$ cat src/rtl/mcu_bus_pkg.sv
// mcu_bus_pkg: shared FSM encoding and bridge-select tag definitions
package mcu_bus_pkg;
    localparam int TAG_W = 4;
    localparam logic [TAG_W-1:0] TAG_DEF = 4'b1011;
    typedef enum logic [1:0] {ST_IDLE, ST_ADDR, ST_WRITE, ST_READ} state_t;
endpackage

$ cat src/rtl/mcu_bus_bridge_if.sv
// mcu_bus_bridge_if: MCU multiplexed-AD pins plus the per-channel register port
interface mcu_bus_bridge_if #(
    parameter int AW = 19,
    parameter int DW = 16,
    parameter int NCH = 4
);
    logic ne, nadv, nwe, noe;
    logic [DW-1:0] ad_in;
    logic [AW-DW-1:0] a_hi;
    logic [DW-1:0] ad_out;
    logic ad_oe;
    logic [DW-1:0] wr_data;
    logic [NCH-1:0] wr_stb, rd_stb;
    logic [NCH*DW-1:0] rd_data;
    logic wr_tgl;
    logic [7:0] miss_cnt;
    modport slave (
        input ne, nadv, nwe, noe, ad_in, a_hi, rd_data,
        output ad_out, ad_oe, wr_data, wr_stb, rd_stb, wr_tgl, miss_cnt
    );
    modport master (
        output ne, nadv, nwe, noe, ad_in, a_hi, rd_data,
        input ad_out, ad_oe, wr_data, wr_stb, rd_stb, wr_tgl, miss_cnt
    );
endinterface

$ cat src/rtl/mcu_bus_bridge_sync_edge.sv
// sync_edge: 2-flop synchroniser with a third flop so level changes show up as a one-cycle chg flag
module sync_edge #(
    parameter int W = 1,
    parameter logic [W-1:0] INIT = '0
) (
    input  logic clk,
    input  logic rst_n,
    input  logic [W-1:0] d,
    output logic [W-1:0] lvl,
    output logic [W-1:0] chg
);
    logic [W-1:0] s1, s2, s3;
    always_ff @(posedge clk) begin
        if (!rst_n) begin
            s1 <= INIT;
            s2 <= INIT;
            s3 <= INIT;
        end else begin
            s1 <= d;
            s2 <= s1;
            s3 <= s2;
        end
    end
    assign lvl = s2;
    assign chg = s2 ^ s3;
endmodule

$ cat src/rtl/mcu_bus_bridge.sv
// mcu_bus_bridge: synchronises a multiplexed-AD MCU bus and turns its accesses into
// per-channel one-cycle register strobes, with read data returned on AD
module mcu_bus_bridge
    import mcu_bus_pkg::*;
#(
    parameter int AW = 19,
    parameter int DW = 16,
    parameter int NCH = 4,
    parameter logic [TAG_W-1:0] TAG = TAG_DEF,
    parameter int CH_LSB = 10
) (
    input logic clk,
    input logic rst_n,
    mcu_bus_bridge_if.slave bus
);
    localparam int CW = $clog2(NCH);
    state_t state;
    logic [3:0] lvl, chg;
    logic [AW-1:0] a_s1, a_s2, addr;
    logic [CW-1:0] ch;
    logic [NCH-1:0] sel, rd_pend;
    logic hit, ne_rise, nadv_rise, nwe_fall, nwe_rise, noe_fall, noe_rise, unused_addr;
    sync_edge #(.W(4), .INIT(4'hF)) u_ctl (
        .clk(clk),
        .rst_n(rst_n),
        .d({bus.ne, bus.nadv, bus.nwe, bus.noe}),
        .lvl(lvl),
        .chg(chg)
    );
    assign ne_rise = chg[3] & lvl[3];
    assign nadv_rise = chg[2] & lvl[2];
    assign nwe_fall = chg[1] & ~lvl[1];
    assign nwe_rise = chg[1] & lvl[1];
    assign noe_fall = chg[0] & ~lvl[0];
    assign noe_rise = chg[0] & lvl[0];
    assign hit = addr[AW-1 -: TAG_W] == TAG;
    assign ch = addr[CH_LSB +: CW];
    assign sel = NCH'(1) << ch;
    assign unused_addr = ^addr;
    // AD and A_HI get the same 2-flop delay as the strobes so they line up with the edges
    always_ff @(posedge clk) begin
        if (!rst_n) begin
            a_s1 <= '0;
            a_s2 <= '0;
        end else begin
            a_s1 <= {bus.a_hi, bus.ad_in};
            a_s2 <= a_s1;
        end
    end
    always_ff @(posedge clk) begin
        if (!rst_n) begin
            state <= ST_IDLE;
            addr <= '0;
            rd_pend <= '0;
            bus.ad_out <= '0;
            bus.ad_oe <= 1'b0;
            bus.wr_data <= '0;
            bus.wr_stb <= '0;
            bus.rd_stb <= '0;
            bus.wr_tgl <= 1'b0;
            bus.miss_cnt <= '0;
        end else begin
            bus.wr_stb <= '0;
            bus.rd_stb <= rd_pend;
            rd_pend <= '0;
            if (ne_rise) begin
                state <= ST_IDLE;
                bus.ad_oe <= 1'b0;
            end else if (nadv_rise && !lvl[3]) begin
                state <= ST_ADDR;
                addr <= a_s2;
                bus.ad_oe <= 1'b0;
            end else begin
                case (state)
                    ST_ADDR: if (nwe_fall || noe_fall) begin
                        state <= nwe_fall ? ST_WRITE : ST_READ;
                        if (!hit)
                            bus.miss_cnt <= bus.miss_cnt + {7'd0, bus.miss_cnt != 8'hFF};
                        if (hit && !nwe_fall) begin
                            bus.ad_out <= bus.rd_data[int'(ch)*DW +: DW];
                            bus.ad_oe <= 1'b1;
                            rd_pend <= sel;
                        end
                    end
                    ST_WRITE: if (nwe_rise) begin
                        state <= ST_IDLE;
                        if (hit) begin
                            bus.wr_stb <= sel;
                            bus.wr_data <= a_s2[DW-1:0];
                            bus.wr_tgl <= ~bus.wr_tgl;
                        end
                    end
                    ST_READ: if (noe_rise) begin
                        state <= ST_IDLE;
                        bus.ad_oe <= 1'b0;
                    end
                    default: ;
                endcase
            end
        end
    end
endmodule

$ cat src/flat_wrapper.sv
// flat-port wrapper written by rule: the top's interface ports become plain ports
module mcu_bus_bridge_flat import mcu_bus_pkg::*;
#(
    parameter int AW = 19,
    parameter int DW = 16,
    parameter int NCH = 4,
    parameter logic [TAG_W-1:0] TAG = TAG_DEF,
    parameter int CH_LSB = 10
)
  (clk, rst_n, bus_ne, bus_nadv, bus_nwe, bus_noe, bus_ad_in, bus_a_hi, bus_rd_data, bus_ad_out, bus_ad_oe, bus_wr_data, bus_wr_stb, bus_rd_stb, bus_wr_tgl, bus_miss_cnt);
  mcu_bus_bridge_if #(.AW(AW), .DW(DW), .NCH(NCH)) bus_i ();
  input logic clk;
  input logic rst_n;
  input wire logic [$bits(bus_i.ne)-1:0] bus_ne;
  input wire logic [$bits(bus_i.nadv)-1:0] bus_nadv;
  input wire logic [$bits(bus_i.nwe)-1:0] bus_nwe;
  input wire logic [$bits(bus_i.noe)-1:0] bus_noe;
  input wire logic [$bits(bus_i.ad_in)-1:0] bus_ad_in;
  input wire logic [$bits(bus_i.a_hi)-1:0] bus_a_hi;
  input wire logic [$bits(bus_i.rd_data)-1:0] bus_rd_data;
  output wire logic [$bits(bus_i.ad_out)-1:0] bus_ad_out;
  output wire logic [$bits(bus_i.ad_oe)-1:0] bus_ad_oe;
  output wire logic [$bits(bus_i.wr_data)-1:0] bus_wr_data;
  output wire logic [$bits(bus_i.wr_stb)-1:0] bus_wr_stb;
  output wire logic [$bits(bus_i.rd_stb)-1:0] bus_rd_stb;
  output wire logic [$bits(bus_i.wr_tgl)-1:0] bus_wr_tgl;
  output wire logic [$bits(bus_i.miss_cnt)-1:0] bus_miss_cnt;
  assign bus_i.ne = bus_ne;
  assign bus_i.nadv = bus_nadv;
  assign bus_i.nwe = bus_nwe;
  assign bus_i.noe = bus_noe;
  assign bus_i.ad_in = bus_ad_in;
  assign bus_i.a_hi = bus_a_hi;
  assign bus_i.rd_data = bus_rd_data;
  assign bus_ad_out = bus_i.ad_out;
  assign bus_ad_oe = bus_i.ad_oe;
  assign bus_wr_data = bus_i.wr_data;
  assign bus_wr_stb = bus_i.wr_stb;
  assign bus_rd_stb = bus_i.rd_stb;
  assign bus_wr_tgl = bus_i.wr_tgl;
  assign bus_miss_cnt = bus_i.miss_cnt;
  mcu_bus_bridge #(.AW(AW), .DW(DW), .NCH(NCH), .TAG(TAG), .CH_LSB(CH_LSB)) u_core (.clk(clk), .rst_n(rst_n), .bus(bus_i));
endmodule
$ cat config.mk
export PLATFORM = sky130hd
export DESIGN_NAME = mcu_bus_bridge_flat
export DESIGN_NICKNAME = d
export VERILOG_FILES = /design/src/rtl/mcu_bus_pkg.sv /design/src/rtl/mcu_bus_bridge_if.sv /design/src/rtl/mcu_bus_bridge_sync_edge.sv /design/src/rtl/mcu_bus_bridge.sv /design/src/flat_wrapper.sv
export SDC_FILE = /design/constraint.sdc
export NUM_CORES = 1
export LEC_CHECK = 0
export BUFFER_PORTS_ARGS = -buffer_cell sky130_fd_sc_hd__buf_2
export CAP_MARGIN = 0
export CORE_MARGIN = 3
export CORE_UTILIZATION = 38
export CTS_CLUSTER_SIZE = 40
export DETAILED_ROUTE_END_ITERATION = 8
export HOLD_SLACK_MARGIN = 0.05
export PLACE_DENSITY_LB_ADDON = 0.12
export SLEW_MARGIN = 15
export SYNTH_ARGS = -nofsm -noshare
export SYNTH_HDL_FRONTEND = slang
export SYNTH_SLANG_ARGS = --single-unit
$ cat constraint.sdc
create_clock -name clk -period 4.21 [get_ports clk]
set_clock_uncertainty 0.05 [all_clocks]
set_input_delay 0.6315 -clock clk [delete_from_list [all_inputs] [get_ports clk]]
set_output_delay 0.6315 -clock clk [all_outputs]
set_load 0.01 [all_outputs]
# == After elaboration in Yosys (flattened, before gate mapping) ==
# Index checks and enable logic that the tools add are counted.
# totals
ramBits,0
ff_bits,125
mem_bits_ro,0
memories,0
latchBits,0
wordCells,79
# classes
div_mod_pow,0
shift,2
add_sub_neg,1
mul,0
reduce_logical,19
bitwise,19
magnitude_cmp,0
eq_ne,12
mux,10
# ops
cell,n
$shiftx 64x7->16,1
$reduce_and 5->1,3
$not 1->1,12
$reduce_and 4->1,3
$reduce_or 6->1,2
$ne 3x1->1 const B,3
$add 8x1->8,1
$ne 2x1->1 const B,4
$ne 8x8->1 const B,1
$and 1x1->1,6
$mux 2,3
$pmux 2 s3,1
$mux 1,5
$eq 2x2->1 const B,2
$eq 4x4->1 const B,1
$reduce_bool 4->1,1
$shl 1x2->4 const A,1
$xor 4x4->4,1
$reduce_bool 3->1,1
$reduce_or 3->1,1
$eq 2x1->1 const B,1
$logic_and 1x1->1,2
$logic_not 1->1,2
$pmux 1 s2,1
4 further kinds,4

# == Longest topological paths before layout ==
# depth
word_depth,7
depth_mapped,8
ltp_nobuf,7

# == By module ==
# Synthesis repeated with hierarchy kept, for this count alone.
# unflattened
hier_cells,408
area_unflattened_um2,4321.6
# by_module_without_submodules
module,cells_each,instances,area_per_inst_um2
mcu_bus_bridge,379,1,3947.5
sync_edge,29,1,374.1

# == Worst setup path before layout ==
# Ideal clock, no wire load.
# synth_path
path_type,register -> register
from,register u_core.bus.miss_cnt[6]
to,register u_core.bus.miss_cnt[6]
slack_ns,2.454
path_stages_with_launch,8
period_less_slack_ns,1.756
required_ns,4.042
path_buffers,0
t_arrival_ns,1.588
path_cell_list,dfxtp_1 and4_1 nand4_1 ha_1 ha_1 nand2_1 or4_1 mux2i_1
# synth_between
elab_chain_cells,2
# synth_lines
item,line,rtl
start: declaration,mcu_bus_bridge_if.sv:19,"output ad_out, ad_oe, wr_data, wr_stb, rd_stb, wr_tgl, miss_cnt"
start signal: assignment,mcu_bus_bridge.sv:78,"bus.miss_cnt <= bus.miss_cnt + {7'd0, bus.miss_cnt != 8'hFF};"
$ne 8x8->1,mcu_bus_bridge.sv:78,
$add 8x1->8 *,mcu_bus_bridge.sv:78,
# Every way passes the cells marked *; elsewhere a longest branch is shown, timed or not.
# A chain may end at the register's enable or synchronous reset.

# == Worst setup path after layout ==
# layout_path
from,register u_core.state[1]
to,register u_core.rd_pend[1]
# layout_between
elab_chain_cells,3
# layout_lines
item,line,rtl
start: declaration,mcu_bus_bridge.sv:17,state_t state;
start signal: assignment,mcu_bus_bridge.sv:76,state <= nwe_fall ? ST_WRITE : ST_READ;
$eq 2x1->1,mcu_bus_bridge.sv:74,case (state)
$not 1->1 (no line),n/a,
$reduce_or 6->1 (no line),n/a,
end signal: assignment,mcu_bus_bridge.sv:82,rd_pend <= sel;
end: declaration,mcu_bus_bridge.sv:21,"logic [NCH-1:0] sel, rd_pend;"
# Every way passes these cells.

==> results by group <==
Pwr
  – Combinational power share: 0.088
  – Worst VDD drop: 0.000241 V
  – Sequential share of power: 0.517
  – Clock share of power: 0.395
  – Static Leakage: 2.30 nW
  – Power per cell area: 393 nW/um2
  – P_sw: 0.487 mW
  – Switching part of the total: 0.229
  – P_int: 1.64 mW

Synth
  – Syn Std Cell Area: 4330 um2
  – Synth Area per Inst: 10.8 um2
  – Mapped Nets: 494
  – Synth Register Bits: 112
  – Ys flop type: dfxtp_1
  – Yosys warns: 0
  – Cells after synthesis: 399
  – Sequential fraction of the synthesis area: 0.518
  – Cell variety after synth: 47
  – Post-synth EDFFs: 0
  – Asr flop ratio synth: 0

Final layout
  – Area growth, synth to finish: 25.0%
  – ANT cells: 0
  – Fraction of layout cells with a size suffix above 1: 0.347
  – Layout net count: 621
  – Most common cell after layout, fill and taps aside: buf_2
  – Commonest cells after routing, fill and taps aside: buf_2, dfxtp_1, and2_1

Floorplan
  – Die height: 113 um
  – # rows: 38
  – Core footprint: 11000 um2
  – Die Area: 12700 um2
  – Initial Util: 0.394
  – Die width: 113 um
  – I/O pins: 139

Drt
  – ANT nets after route: 0
  – Via Count: 3356
  – Final WL: 10100 um
  – Routed len/inst: 15.0 um
  – Residual DRC: 0
  – Total iterations of the first detailed-routing run: 4
  – DRT iter0 DRCs: 130
  – Vias/cell: 5.00

Run status
  – Status: finished clean

STA
  – RSZ-0062 raised after global routing: false
  – Slew Viols, Final: 0
  – Final setup margin: 1550 ps
  – Final hold slack: 351 ps
  – Final hold violation count: 0
  – Slew headroom: 0.270
  – Fin crit period: 2660 ps
  – Period utilization: 0.631
  – Setup TNS: 0 ps
  – Max Fclk: 376 MHz
  – Slew @ Worst Pin: 1090 ps
  – Endpoints failing setup: 0

CTS
  – Clock Path Buffers: 2
  – Post-CTS resize count: 0
  – Hold buffer count at cts: 0
  – Clk pin slew, worst setup/hold paths: 70 ps
  – CTS root buffer: clkbuf_16
  – Postcts setup bufs: 0
  – TritonCTS clock tree: yes
  – Clock Sinks: 112
  – Clk Latency, worst-skew pair: 340 ps
  – Num CTS Buffers: 9
  – H-tree lvl count: 3

Critical path
  – Worst reg2reg path startpoint: u_core.state[1]$_SDFFE_PP0P_
  – Crit path kind: reg2reg
  – Setup crit start: u_core.state[1]$_SDFFE_PP0P_
  – Critical Path End: u_core.rd_pend[1]$_SDFF_PP0_
  – CP arrival: 2860 ps
  – Worst-case reg-to-reg path depth: 6
  – Critical Path Start Type: flop
  – Endpoint type of the worst setup path: flop
  – Reg2reg end: u_core.rd_pend[1]$_SDFF_PP0_
  – Crit path required time: 4410 ps
  – Flop2flop setup slack: 1550 ps
  – CP Max Fanout: 17

Flow run
  – MaxCap Viol Count: 0

Global route
  – First-pass GRT wire length: 16300 um
  – Largest net degree at the start of global routing: 68
  – Total gr overflow: 0
  – Initial antenna violation count: 0
  – Vias in the first global route: 3346
  – Total Routing Usage GR: 0.161

Min path
  – Hold Path Class: reg2reg

Place
  – Post-detail-place hpwl: 7100 um
  – Input/output buffers: 138
  – Placer Congestion: 0.857
  – Pre-CTS WS: 1640 ps
metrics by stage:
stage / cell area [um2] / power [mW] / instances / utilization
final: 5410 / 2.13 / 671 / 0.493
after global routing: 5410 / 2.23 / 671 / 0.493
after detailed placement: 5110 / 1.31 / 655 / 0.466
after floorplan: 4330 / 1.24 / 399 / -
after CTS: 5410 / 2.16 / 671 / 0.493
after global placement: 5110 / 1.30 / 655 / 0.466
synthesized netlist by cell type (2+ instances only):
cell type / instances / area share
a21oi_1: 22 / 0.025
ha_1: 6 / 0.017
o41ai_1: 2 / 0.0040
nand4_1: 3 / 0.0043
o21ai_0: 20 / 0.023
or4_1: 2 / 0.0035
dfxtp_1: 112 / 0.52
nand2_1: 6 / 0.0052
nor3b_2: 2 / 0.0058
nor2_1: 28 / 0.024
nor3b_1: 3 / 0.0052
mux2i_1: 25 / 0.058
nand2b_1: 22 / 0.032
mux4_2: 16 / 0.083
and2_1: 43 / 0.062
clkbuf_1: 18 / 0.016
inv_1: 3 / 0.0026
nand3_1: 24 / 0.028
a31oi_1: 2 / 0.0029
buf_2: 6 / 0.0069
nor3_1: 5 / 0.0058
nand3b_1: 2 / 0.0035
o31ai_1: 2 / 0.0035
o311ai_0: 2 / 0.0040
state kept, by name (all words and copies together), names as in the netlist, 6 cells and up:
register / cells
u_core.a_s1: 19
u_core.a_s2: 19
u_core.bus.ad_out: 16
u_core.bus.wr_data: 16
u_core.bus.miss_cnt: 8
u_core.addr: 6
critical path, stage by stage (launching register included):
cell and delay (ps):
dfxtp_1 330, inv_1 120, ha_1 400, inv_1 290, nor4_4 860, nand3_1 270, nor3b_1 250
power by group through the flow:
stage / Combinational (mW) / Sequential (mW) / Clock, mW
6_report: 0.187 / 1.10 / 0.841
5_1_grt: 0.207 / 1.10 / 0.922
4_1_cts: 0.187 / 1.10 / 0.871
3_5_place_dp: 0.184 / 1.12 / 0
3_3_place_gp: 0.180 / 1.12 / 0
2_1_floorplan: 0.117 / 1.12 / 0
area by class of cell:
type                       instances  area [um2]
tap                              140         175
inverter                           4        15.0
clock inverter                     6        67.6
timing repair buffer             142         721
clock buffer                      10         229
multi-input combinational        257        1960
fill                            1026        5570
sequential                       112        2240
layer usage:
metal	share of wire	global-route usage
met5	0	0
met3	0.086	0.0444
met2	0.45	0.262
met4	0.023	0.0705
met1	0.44	0.199
how the worst min path moves through the flow:
| stage | from | to | slack (ps) | depth (start not counted) |
|---|---|---|---|---|
| finish | u_core.u_ctl.s1[0]$_SDFF_PN1_ | u_core.u_ctl.lvl[0]$_SDFF_PN1_ | 350 | 1 |
| global route | u_core.u_ctl.s1[0]$_SDFF_PN1_ | u_core.u_ctl.lvl[0]$_SDFF_PN1_ | 380 | 1 |
| CTS | u_core.u_ctl.s1[0]$_SDFF_PN1_ | u_core.u_ctl.lvl[0]$_SDFF_PN1_ | 360 | 1 |
| detailed placement | u_core.u_ctl.s1[1]$_SDFF_PN1_ | u_core.u_ctl.lvl[1]$_SDFF_PN1_ | 350 | 1 |
| global placement | u_core.u_ctl.s1[1]$_SDFF_PN1_ | u_core.u_ctl.lvl[1]$_SDFF_PN1_ | 350 | 1 |
| floorplan | u_core.u_ctl.s1[0]$_SDFF_PN1_ | u_core.u_ctl.lvl[0]$_SDFF_PN1_ | 340 | 1 |
cells by family (layout without fill, tap and decap cells):
logic type,Yosys count,in the layout,synth area share
AO/OA/AOI/OAI,57,57,0.0827
XOR/XNOR,1,1,0.00202
adder cells (fa/ha/maj),6,6,0.0173
buffers and inverters,30,162,0.0304
flip-flops,112,112,0.518
multiplexers,41,41,0.141
AND/OR/NAND/NOR,152,152,0.208
Power figures use the tool's default switching activity.
